==> src/rtl/rx_block_buffer.sv <==
// rtl/rx_block_buffer.sv - receive-side byte-to-128-bit block packer with block FIFO
//
// Packs UART bytes into 128-bit plaintext blocks (first byte in [127:120])
// and queues whole blocks for the AES control block. The head block is
// presented first-word-fall-through; a partial block that sits idle for
// TIMEOUT_CYCLES clocks is discarded so the stream realigns to blocks.
//
// Ports:
//   clk           system clock
//   reset         synchronous, active-low reset
//   rx_byte       received byte, qualified by rx_valid
//   rx_valid      one-cycle strobe for rx_byte
//   rx_read       pop the head block (ignored while rx_empty)
//   pt            head block, 0 when empty
//   rx_empty      no complete block queued
//   rx_full       DEPTH blocks queued
//   overflow      sticky: a completed block was dropped on a full FIFO
//   partial_level bytes held in the current partial block (0..15)

module rx_block_buffer #(
   parameter int DEPTH          = 4,
   parameter int TIMEOUT_CYCLES = 1000000
) (
   input  logic         clk,
   input  logic         reset,
   input  logic [7:0]   rx_byte,
   input  logic         rx_valid,
   input  logic         rx_read,
   output logic [127:0] pt,
   output logic         rx_empty,
   output logic         rx_full,
   output logic         overflow,
   output logic [3:0]   partial_level
);

   localparam int PW = (DEPTH > 1) ? $clog2(DEPTH) : 1;
   localparam int CW = PW + 1;
   localparam int TW = (TIMEOUT_CYCLES > 1) ? $clog2(TIMEOUT_CYCLES + 1) : 1;
   localparam int TLIM = (TIMEOUT_CYCLES > 0) ? TIMEOUT_CYCLES - 1 : 0;
   localparam logic [CW-1:0] DEPTH_C = CW'(DEPTH);
   localparam logic [TW-1:0] TLIM_C = TW'(TLIM);
   localparam bit TO_EN = (TIMEOUT_CYCLES > 0);

   typedef enum logic {
      IDLE    = 1'b0,
      FILLING = 1'b1
   } state_t;

   state_t        state;
   state_t        state_nxt;

   logic [3:0]    byte_cnt;
   // Bytes 0..14 of the block; byte 15 is taken straight from rx_byte at commit.
   logic [119:0]  asm_reg;
   logic [6:0]    asm_lsb;
   logic [127:0]  mem [DEPTH];
   logic [PW-1:0] wr_ptr;
   logic [PW-1:0] rd_ptr;
   logic [CW-1:0] count;
   logic [TW-1:0] tmo_cnt;
   logic          ovf_reg;

   logic          last_byte;
   logic          do_read;
   logic          do_commit;
   logic          do_drop;
   logic          expire;
   logic          tmo_inc;
   logic          tmo_clr;

   assign last_byte = rx_valid && (byte_cnt == 4'd15);
   assign do_read   = rx_read && (count != '0);
   // A pop in the same cycle frees the slot, so a full FIFO still accepts.
   assign do_commit = last_byte && ((count != DEPTH_C) || do_read);
   assign do_drop   = last_byte && !do_commit;

   // Byte n of the block sits at bit (14-n)*8 of asm_reg.
   assign asm_lsb = {(4'd14 - byte_cnt), 3'b000};

   // ---------------------------------------------------------------
   // Timeout FSM: state register
   // ---------------------------------------------------------------
   always_ff @(posedge clk) begin
      if (!reset) begin
         state <= IDLE;
      end else begin
         state <= state_nxt;
      end
   end

   // ---------------------------------------------------------------
   // Timeout FSM: next-state logic
   // ---------------------------------------------------------------
   always_comb begin
      state_nxt = state;
      case (state)
         IDLE: begin
            if (rx_valid) begin
               state_nxt = FILLING;
            end
         end
         FILLING: begin
            if (last_byte || expire) begin
               state_nxt = IDLE;
            end
         end
         default: state_nxt = IDLE;
      endcase
   end

   // ---------------------------------------------------------------
   // Timeout FSM: outputs
   // Expiry fires on the idle cycle that would bring the counter to
   // TIMEOUT_CYCLES; an rx_valid in that cycle wins over the discard.
   // ---------------------------------------------------------------
   always_comb begin
      expire  = 1'b0;
      tmo_inc = 1'b0;
      tmo_clr = 1'b0;
      case (state)
         IDLE: begin
            tmo_clr = 1'b1;
         end
         FILLING: begin
            if (rx_valid) begin
               tmo_clr = 1'b1;
            end else if (TO_EN) begin
               if (tmo_cnt == TLIM_C) begin
                  expire  = 1'b1;
                  tmo_clr = 1'b1;
               end else begin
                  tmo_inc = 1'b1;
               end
            end
         end
         default: tmo_clr = 1'b1;
      endcase
   end

   always_ff @(posedge clk) begin
      if (!reset) begin
         tmo_cnt <= '0;
      end else if (tmo_clr) begin
         tmo_cnt <= '0;
      end else if (tmo_inc) begin
         tmo_cnt <= tmo_cnt + TW'(1);
      end
   end

   // ---------------------------------------------------------------
   // Byte packing
   // ---------------------------------------------------------------
   always_ff @(posedge clk) begin
      if (!reset) begin
         byte_cnt <= 4'd0;
         asm_reg  <= '0;
      end else if (rx_valid) begin
         if (last_byte) begin
            byte_cnt <= 4'd0;
         end else begin
            asm_reg[asm_lsb +: 8] <= rx_byte;
            byte_cnt              <= byte_cnt + 4'd1;
         end
      end else if (expire) begin
         byte_cnt <= 4'd0;
      end
   end

   // ---------------------------------------------------------------
   // Block FIFO storage (contents survive reset; count gates visibility)
   // ---------------------------------------------------------------
   always_ff @(posedge clk) begin
      if (reset && do_commit) begin
         mem[wr_ptr] <= {asm_reg, rx_byte};
      end
   end

   always_ff @(posedge clk) begin
      if (!reset) begin
         wr_ptr  <= '0;
         rd_ptr  <= '0;
         count   <= '0;
         ovf_reg <= 1'b0;
      end else begin
         if (do_commit) begin
            wr_ptr <= wr_ptr + PW'(1);
         end
         if (do_read) begin
            rd_ptr <= rd_ptr + PW'(1);
         end
         case ({do_commit, do_read})
            2'b10:   count <= count + CW'(1);
            2'b01:   count <= count - CW'(1);
            default: count <= count;
         endcase
         if (do_drop) begin
            ovf_reg <= 1'b1;
         end
      end
   end

   // ---------------------------------------------------------------
   // Outputs (registered state only; no path from rx_valid to pt)
   // ---------------------------------------------------------------
   assign rx_empty      = (count == '0);
   assign rx_full       = (count == DEPTH_C);
   assign pt            = rx_empty ? '0 : mem[rd_ptr];
   assign overflow      = ovf_reg;
   assign partial_level = byte_cnt;

endmodule

==> config.mk <==
export PLATFORM = sky130hd
export DESIGN_NAME = rx_block_buffer
export DESIGN_NICKNAME = d
export VERILOG_FILES = /design/src/rtl/rx_block_buffer.sv
export SDC_FILE = /design/constraint.sdc
export NUM_CORES = 1
export LEC_CHECK = 0
export CAP_MARGIN = 20
export CORE_ASPECT_RATIO = 1.4
export CORE_MARGIN = 2
export CORE_UTILIZATION = 59
export DETAILED_ROUTE_END_ITERATION = 16
export PLACE_DENSITY = 0.79
export SETUP_SLACK_MARGIN = 0.3
export SYNTH_ARGS = -nofsm -noshare
export SYNTH_HDL_FRONTEND = slang
export SYNTH_SLANG_ARGS = --single-unit
==> constraint.sdc <==
create_clock -name clk -period 7.03 [get_ports clk]
set_input_delay 1.406 -clock clk [delete_from_list [all_inputs] [get_ports clk]]
set_output_delay 1.406 -clock clk [all_outputs]
set_load 0.02 [all_outputs]
==> impl_metrics.tcl, run 1 <==
set metrics [dict create \
    crit_fanout 41 \
    initial_core_util_pct 60.00 \
    vias 13649 \
    wl_per_cell_um 23.39 \
    p_leak_nw 8.923 \
    synth-seq-cells 667 \
    firstDrtPassIters 7 \
    drtAntennaViolNets 0 \
    fin_crit_ps 4891 \
    yosysTopAreaCell "edfxtp_1" \
    ys_types 47 \
    htreeDepth 2 \
    area_delta_synth_final_pct 15.96 \
    pre_cts_ws_ps 2193 \
    final_nets 1709 \
    skew_ps 32.95 \
    port_buffers 146 \
    grt_max_degree 133 \
    ios 147 \
    fmax_mhz 204.5 \
    max_stage_delay_ps 880 \
    avgViaCountPerCell 5.973 \
    hold_buffers 0 \
    antenna_found_initial 0 \
    slew_headroom_pct 29.31 \
    final_core_util_pct 69.58 \
    path_class "flop to output port" \
    yosysSeqAreaShare_pct 71.22 \
    period_share_pct 69.57 \
    cts_root_buf "clkbuf_16" \
    max_slew.worst_pin.slew_ps 1060 \
    cts.sinks 667 \
    synth_flop_cell "edfxtp_1" \
    arrival_ps 3480 \
    hold_ws_ps 438.6 \
    grt_first_pass_wirelength_mm 82.10 \
    synth_common_cells "512 x edfxtp_1, 167 x nand2_1, 155 x dfxtp_1" \
    hp-class "flop to flop" \
    synth_top_cell_area_share_pct 59.26 \
    drv_slew 0 \
    synth.cell_area_um2 25940 \
    cpLargestDelayFamily "buffers and inverters" \
    synth.area.top_cells "edfxtp_1 59%, dfxtp_1 12%, mux4_2 11%, mux2i_1 4.4%, and2_1 3.1%" \
    rows 90 \
    fp.dieH_um 252.1 \
    dieArea_um2 45690 \
    tritoncts "done" \
    cts_buffers 58 \
    ir_drop_uv 224.6 \
    antenna_cells 0 \
    hold_violations 0 \
    drc 0 \
    drive_above_1_share_pct 15.81 \
    synth.net_count 1561 \
    clkLatencyLatePin_ps 610 \
    clock_path_buffers 3 \
    drv_cap 0 \
    crit_path_end_kind "output port" \
    drt_iter0_markers 1167 \
    detailed_place_hpwl_mm 31.87 \
    syn_area_per_cell_um2 16.89 \
    grt_remaining_overflow 0 \
    post_cts_buffers 0 \
    setup_slack_ps 2139 \
    drt-total-wl_mm 53.45 \
    crit_buf_inv 2 \
    powerDensity_nw_per_um2 255.5 \
    finalSetupViolations 0 \
    required_ps 5620 \
    async_flop_share_pct 0 \
    synth_edf_count 512 \
    netlist_instances 1536 \
    status "finished, final reports clean" \
    chipWidth_um 181.2 \
    synth.most_common_cell "edfxtp_1" \
    core_region_area_um2 43240 \
    start_kind "flop" \
    grt_pass1_vias 14330 \
    cts_resized 0 \
    ys_warn_count 0 \
    crit_chain "buf_4, mux4_2, and2_1, clkdlybuf4s50_1" \
    fin_tns_setup_ps 0 \
    path_clk_slew_ps 60 \
    slowest_stage "dfxtp_4" \
    largest_register_ff_count 512 \
    track_usage_pct 23.64 \
    rsz0062_at_grt "false" \
    place_congestion 0.7920 \
]
## path summary, 6_finish.rpt
check | end | depth (start not counted) | start | slack (ps)
worst min register to register | tmo_cnt[0] | 1 | tmo_cnt[0] | 440
worst max-delay path | pt[67] | 4 | flop | 2140
worst min-delay path | tmo_cnt[0] | 1 | tmo_cnt[0] | 440
worst max register to register | mem[3][121] | 5 | partial_level[0] | 3300
## per-stage QoR
stage,instances,instance area (um^2),power [mW]
2_1_floorplan,1536,25940,4.353
3_3_place_gp,2175,28010,4.405
3_5_place_dp,2175,28010,4.408
4_1_cts,2284,30060,7.718
5_1_grt,2285,30090,7.857
6_report,2285,30090,7.686
## cell usage in the layout, fill, tap and decap left out, types with 11 or more instances in the layout
cell type | synthesis | layout
edfxtp_1 | 512 | 512
nand2_1 | 167 | 167
dfxtp_1 | 155 | 153
clkdlybuf4s50_1 | 0 | 145
and2_1 | 130 | 130
mux4_2 | 128 | 128
mux2i_1 | 113 | 113
clkbuf_16 | 0 | 58
nand3_1 | 48 | 48
nor2_1 | 44 | 44
buf_4 | 1 | 20
inv_1 | 13 | 13
xnor2_1 | 13 | 13
a21oi_1 | 13 | 13
xor2_1 | 12 | 12
o21ai_0 | 12 | 12
ha_1 | 12 | 12
a21oi_4 | 11 | 11
clkinv_2 | 0 | 11
## kinds of logic (layout without fill, tap and decap cells)
family | count (synthesis) | after routing | share of synthesized area (%)
multiplexers | 241 | 241 | 15.47
AND/OR/NAND/NOR | 442 | 442 | 8.454
AO/OA/AOI/OAI | 51 | 51 | 1.693
XOR/XNOR | 26 | 26 | 0.9307
flip-flops | 667 | 667 | 71.22
adder cells (fa/ha/maj) | 13 | 13 | 0.6559
buffers and inverters | 96 | 293 | 1.577
## report_power, final
| part | internal, mW | total, mW | switching, mW |
|---|---|---|---|
| registers | 4.20 | 4.20 | 0.00816 |
| logic | 0.0307 | 0.120 | 0.0893 |
| clock network | 1.96 | 3.36 | 1.40 |
## area by class of cell
class | instances | area, um^2
timing repair buffer | 171 | 1729
tap | 552 | 690.7
multi-input combinational | 773 | 7083
sequential | 667 | 18490
fill | 2698 | 13160
clock inverter | 34 | 434.2
inverter | 13 | 48.80
clock buffer | 75 | 1615
## routing by layer
layer / part of all wire, % / track usage, % / vias to the layer above
met1: 39 / 29.94 / 6994
li1: - / - / 6101
met2: 52 / 41.30 / 430
met4: 4.1 / 9.710 / 0
met3: 5.3 / 3.429 / 124
met5: 0 / 0 / -
Note: power is estimated with default switching activity, not from simulation.
==> run 2, diff against run 1 <==
clock period = 4.7 ns   (was 7.03 ns; I/O delays follow)
==> impl_metrics.tcl, run 2 (same netlist as run 1, synthesis figures left out) <==
set metrics [dict create \
    status "finished, final reports clean" \
    path_class "flop to output port" \
    start_kind "flop" \
    place_congestion 0.8393 \
    crit_chain "or3_4, buf_4, and2_1, clkdlybuf4s50_1" \
    drtAntennaViolNets 0 \
    dieArea_um2 45690 \
    rows 90 \
    firstDrtPassIters 7 \
    grt_first_pass_wirelength_mm 82.23 \
    initial_core_util_pct 60.00 \
    clock_path_buffers 3 \
    ios 147 \
    grt_max_degree 79 \
    share_seq_of_total_power_pct 55.2 \
    core_region_area_um2 43240 \
    crit_buf_inv 2 \
    final_common_cell "edfxtp_1" \
    wl_per_cell_um 23.38 \
    tritoncts "done" \
    drv_slew 0 \
    required_ps 3760 \
    detailed_place_hpwl_mm 30.90 \
    drc 0 \
    max_slew.worst_pin.slew_ps 835.0 \
    p_leak_nw 8.931 \
    slowest_stage "or3_4" \
    antenna_cells 0 \
    avgViaCountPerCell 5.995 \
    cts_buffers 57 \
    period_share_pct 84.16 \
    r2r-start "partial_level[0]" \
    drv_cap 0 \
    rsz0062_at_grt "false" \
    final_nets 1709 \
    area_delta_synth_final_pct 16.10 \
    crit_fanout 78 \
    worstSetupStartpoint "count[1]" \
    drive_above_1_share_pct 16.05 \
    hold_ws_ps 443.5 \
    cts_resized 0 \
    post_cts_buffers 0 \
    fin_crit_ps 3955 \
    track_usage_pct 23.91 \
    port_buffers 146 \
    powerDensity_nw_per_um2 378.3 \
    ir_drop_uv 335.6 \
    htreeDepth 2 \
    finalSetupViolations 0 \
    hold_buffers 0 \
    largest_register_ff_count 512 \
    power.share.clock_pct 43.2 \
    drt_iter0_markers 1207 \
    path_clk_slew_ps 60 \
    chipWidth_um 181.2 \
    grt_remaining_overflow 0 \
    clkLatencyLatePin_ps 600 \
    internal_power_mw 9.159 \
    fin_tns_setup_ps 0 \
    hp-start "tmo_cnt[0]" \
    fill_cells 2694 \
    hold_violations 0 \
    antenna_found_initial 0 \
    slew_headroom_pct 44.33 \
    hp-class "flop to flop" \
    fmax_mhz 252.8 \
    arrival_ps 3020 \
    skew_ps 12.02 \
    vias 13692 \
    switchingPower_mw 2.236 \
    max_stage_delay_ps 710 \
    comb_power_share_pct 1.6 \
    cts_root_buf "clkbuf_16" \
    crit_path_end_kind "output port" \
    swShare_pct 19.62 \
    grt_pass1_vias 14165 \
    drt-total-wl_mm 53.40 \
    final_cell_mix "512 x edfxtp_1, 167 x nand2_1, 153 x dfxtp_1, 145 x clkdlybuf4s50_1, 130 x and2_1" \
    cpLargestDelayFamily "buffers and inverters" \
    fp.dieH_um 252.1 \
    cts.sinks 667 \
]
-- run 2: cell types whose count changed in the layout (fill, tap and decap cells not counted), sizes merged --
cell,before,now
bufinv,9,6
buf,26,27
clkinv,19,20
-- run 2: power by group through the flow --
stage	clock, mW	sequential (mW)	combinational (mW)
after floorplan	0	6.42	0.0947
after global placement	0	6.42	0.176
after detailed placement	0	6.42	0.180
after CTS	4.97	6.29	0.182
after global routing	5.20	6.29	0.193
final	4.92	6.29	0.184
-- run 2: layer usage --
metal	global-route usage (%)	routed length (um)	vias up
li1	-	-	6103
met1	30.75	20320	6922
met2	41.13	27250	551
met3	3.386	3607	116
met4	10.31	2224	0
met5	0	0	-
-- run 2: layout make-up --
cell class | count | area (um^2) | share of cell area, %
clock inverters | 32 | 341.6 | 1.134
clock buffers | 75 | 1668 | 5.537
inverters | 13 | 48.80 | 0.1620
repair buffers | 172 | 1804 | 5.990
well taps | 552 | 690.7 | 2.293
multi-input cells | 773 | 7083 | 23.51
flip-flops and latches | 667 | 18490 | 61.37
-- run 2: path summary, 6_finish.rpt --
path | slack (ps) | end | cells past startpoint
hold reg to reg | 440 | tmo_cnt[0] | 1
hold / removal | 440 | tmo_cnt[0] | 1
setup reg to reg | 1560 | mem[2][123] | 5
setup / recovery | 740 | pt[66] | 4
-- run 2: stage by stage --
stage / total power [mW] / instance area, um^2 / util [%] / std cells / setup slack, ps
2_1_floorplan: 6.511 / 25950 / - / 1536 / 830.8
3_3_place_gp: 6.592 / 28110 / 65.01 / 2177 / 1012
3_5_place_dp: 6.598 / 28110 / 65.01 / 2177 / 897.6
4_1_cts: 11.44 / 30120 / 69.66 / 2284 / 658.7
5_1_grt: 11.68 / 30120 / 69.66 / 2284 / 524.8
6_report: 11.39 / 30120 / 69.66 / 2284 / 744.6
==> run 3, diff against run 2 <==
CORE_UTILIZATION = 54   (was 59)
PLACE_DENSITY = 0.76   (was 0.79)
clock period = 3.4 ns   (was 4.7 ns; I/O delays follow)
==> impl_metrics.tcl, run 3 (same netlist as run 1, synthesis figures left out) <==
set metrics [dict create \
    status "finished, final reports clean" \
    largest_register_ff_count 512 \
    track_usage_pct 23.62 \
    grt_max_degree 82 \
    place_area_um2 28630 \
    drive_above_1_share_pct 20.59 \
    p_total_mw 15.55 \
    ios 147 \
    antenna_found_initial 1 \
    start_kind "flop" \
    period_share_pct 91.47 \
    fp.dieH_um 263.4 \
    fill_cells 3286 \
    max_slew.worst_pin.slew_ps 1005 \
    vias 14036 \
    hp-class "flop to flop" \
    drt-total-wl_mm 58.51 \
    avgViaCountPerCell 5.783 \
    min_path_cells 1 \
    fin_crit_ps 3110 \
    arrival_ps 2430 \
    final_common_cell "edfxtp_1" \
    skew_ps 14.54 \
    tritoncts "done" \
    crit_path_end_kind "output port" \
    switchingPower_mw 3.050 \
    p_leak_nw 9.951 \
    grt_first_pass_wirelength_mm 87.68 \
    grt_remaining_overflow 0 \
    port_buffers 146 \
    slowest_stage "mux4_2" \
    clock_path_buffers 3 \
    fmax_mhz 321.5 \
    reg2regPathDepth 5 \
    final_cell_mix "512 x edfxtp_1, 167 x nand2_1, 153 x dfxtp_1, 129 x and2_1, 128 x mux4_2" \
    cts_root_buf "clkbuf_16" \
    max_stage_delay_ps 490 \
    final_core_util_pct 64.80 \
    rsz0062_at_grt "true" \
    powerDensity_nw_per_um2 502.4 \
    place_congestion 0.7663 \
    ir_drop_uv 538.8 \
    antenna_cells 0 \
    firstDrtPassIters 6 \
    design_area_um2 30960 \
    path_class "flop to output port" \
    drv_cap 0 \
    slew_headroom_pct 33.02 \
    cts.sinks 667 \
    wl_per_cell_um 24.11 \
    hold_ws_ps 438.2 \
    core_region_area_um2 47780 \
    htreeDepth 2 \
    power.share.clock_pct 42.3 \
    path_clk_slew_ps 60 \
    crit_fanout 10 \
    drc 0 \
    grt_pass1_vias 14472 \
    comb_power_share_pct 1.8 \
    drt_iter0_markers 1272 \
    detailed_place_hpwl_mm 35.74 \
    area_delta_synth_final_pct 19.34 \
    hold_buffers 0 \
    drtAntennaViolNets 0 \
    hold_violations 0 \
    initial_core_util_pct 54.30 \
    final_nets 1776 \
    required_ps 2720 \
    cts_buffers 56 \
    finalSetupViolations 0 \
    share_seq_of_total_power_pct 55.9 \
    internal_power_mw 12.50 \
    dieArea_um2 49840 \
    rows 95 \
    crit_chain "buf_12, buf_4, clkbuf_16, mux4_2, and2_1, dlygate4sd2_1" \
    clkLatencyLatePin_ps 590 \
    swShare_pct 19.61 \
    chipWidth_um 189.3 \
    drv_slew 0 \
]
[run 3: power groups by stage]
stage	clock network, mW	logic, mW	registers [mW]
2_1_floorplan	0	0.131	8.87
3_3_place_gp	0	0.264	8.87
3_5_place_dp	0	0.269	8.87
4_1_cts	6.66	0.271	8.69
5_1_grt	6.97	0.287	8.69
6_report	6.59	0.274	8.69
[run 3: through the flow]
stage                     setup TNS, ps  worst slack [ps]  cells
final                                 0             290.0   2427
after global routing                  0             215.5   2427
after CTS                             0             133.7   2409
after detailed placement              0             197.4   2288
after global placement                0             275.3   2288
after floorplan                 -107100            -209.2   1536
[run 3: worst paths after layout]
kind               startpoint          to  slack (ps)
min reg2reg        tmo_cnt[0]  tmo_cnt[0]         440
max                      flop      pt[94]         290
max reg2reg  partial_level[0]  mem[1][27]         480
min                tmo_cnt[0]  tmo_cnt[0]         440
[run 3: final cells by class]
type | count | area, um^2 | share of cell area (%)
Sequential cell | 667 | 18490 | 59.70
Multi-Input combinational cell | 773 | 7087 | 22.89
Timing Repair Buffer | 240 | 2655 | 8.575
Clock buffer | 76 | 1556 | 5.027
Tap cell | 630 | 788.3 | 2.546
Clock inverter | 28 | 342.8 | 1.107
Inverter | 13 | 48.80 | 0.1576
[run 3: per-layer routing]
metal,global-route usage [%],vias to the layer above,part of all wire (%)
met2,40.79,494,52
met4,9.847,0,4.0
met1,30.06,7175,38
li1,-,6246,-
met5,0,-,0
met3,3.360,121,5.7
[run 3: timing repair]
| action | in CTS | in global routing |
|---|---|---|
| setup buffers | 11 | 15 |
| gates cloned | 6 | 3 |
| gates resized for setup | 162 | 74 |
| setup endpoints to repair | 128 | 469 |
| pin swaps | 0 | 0 |
[run 3: worst max-delay path, delay by kind of cell (launching register included)]
family | cells | cell delay (ps)
flops | 1 | 360
mux | 1 | 490
simple gates | 1 | 160
buf+inv | 4 | 830
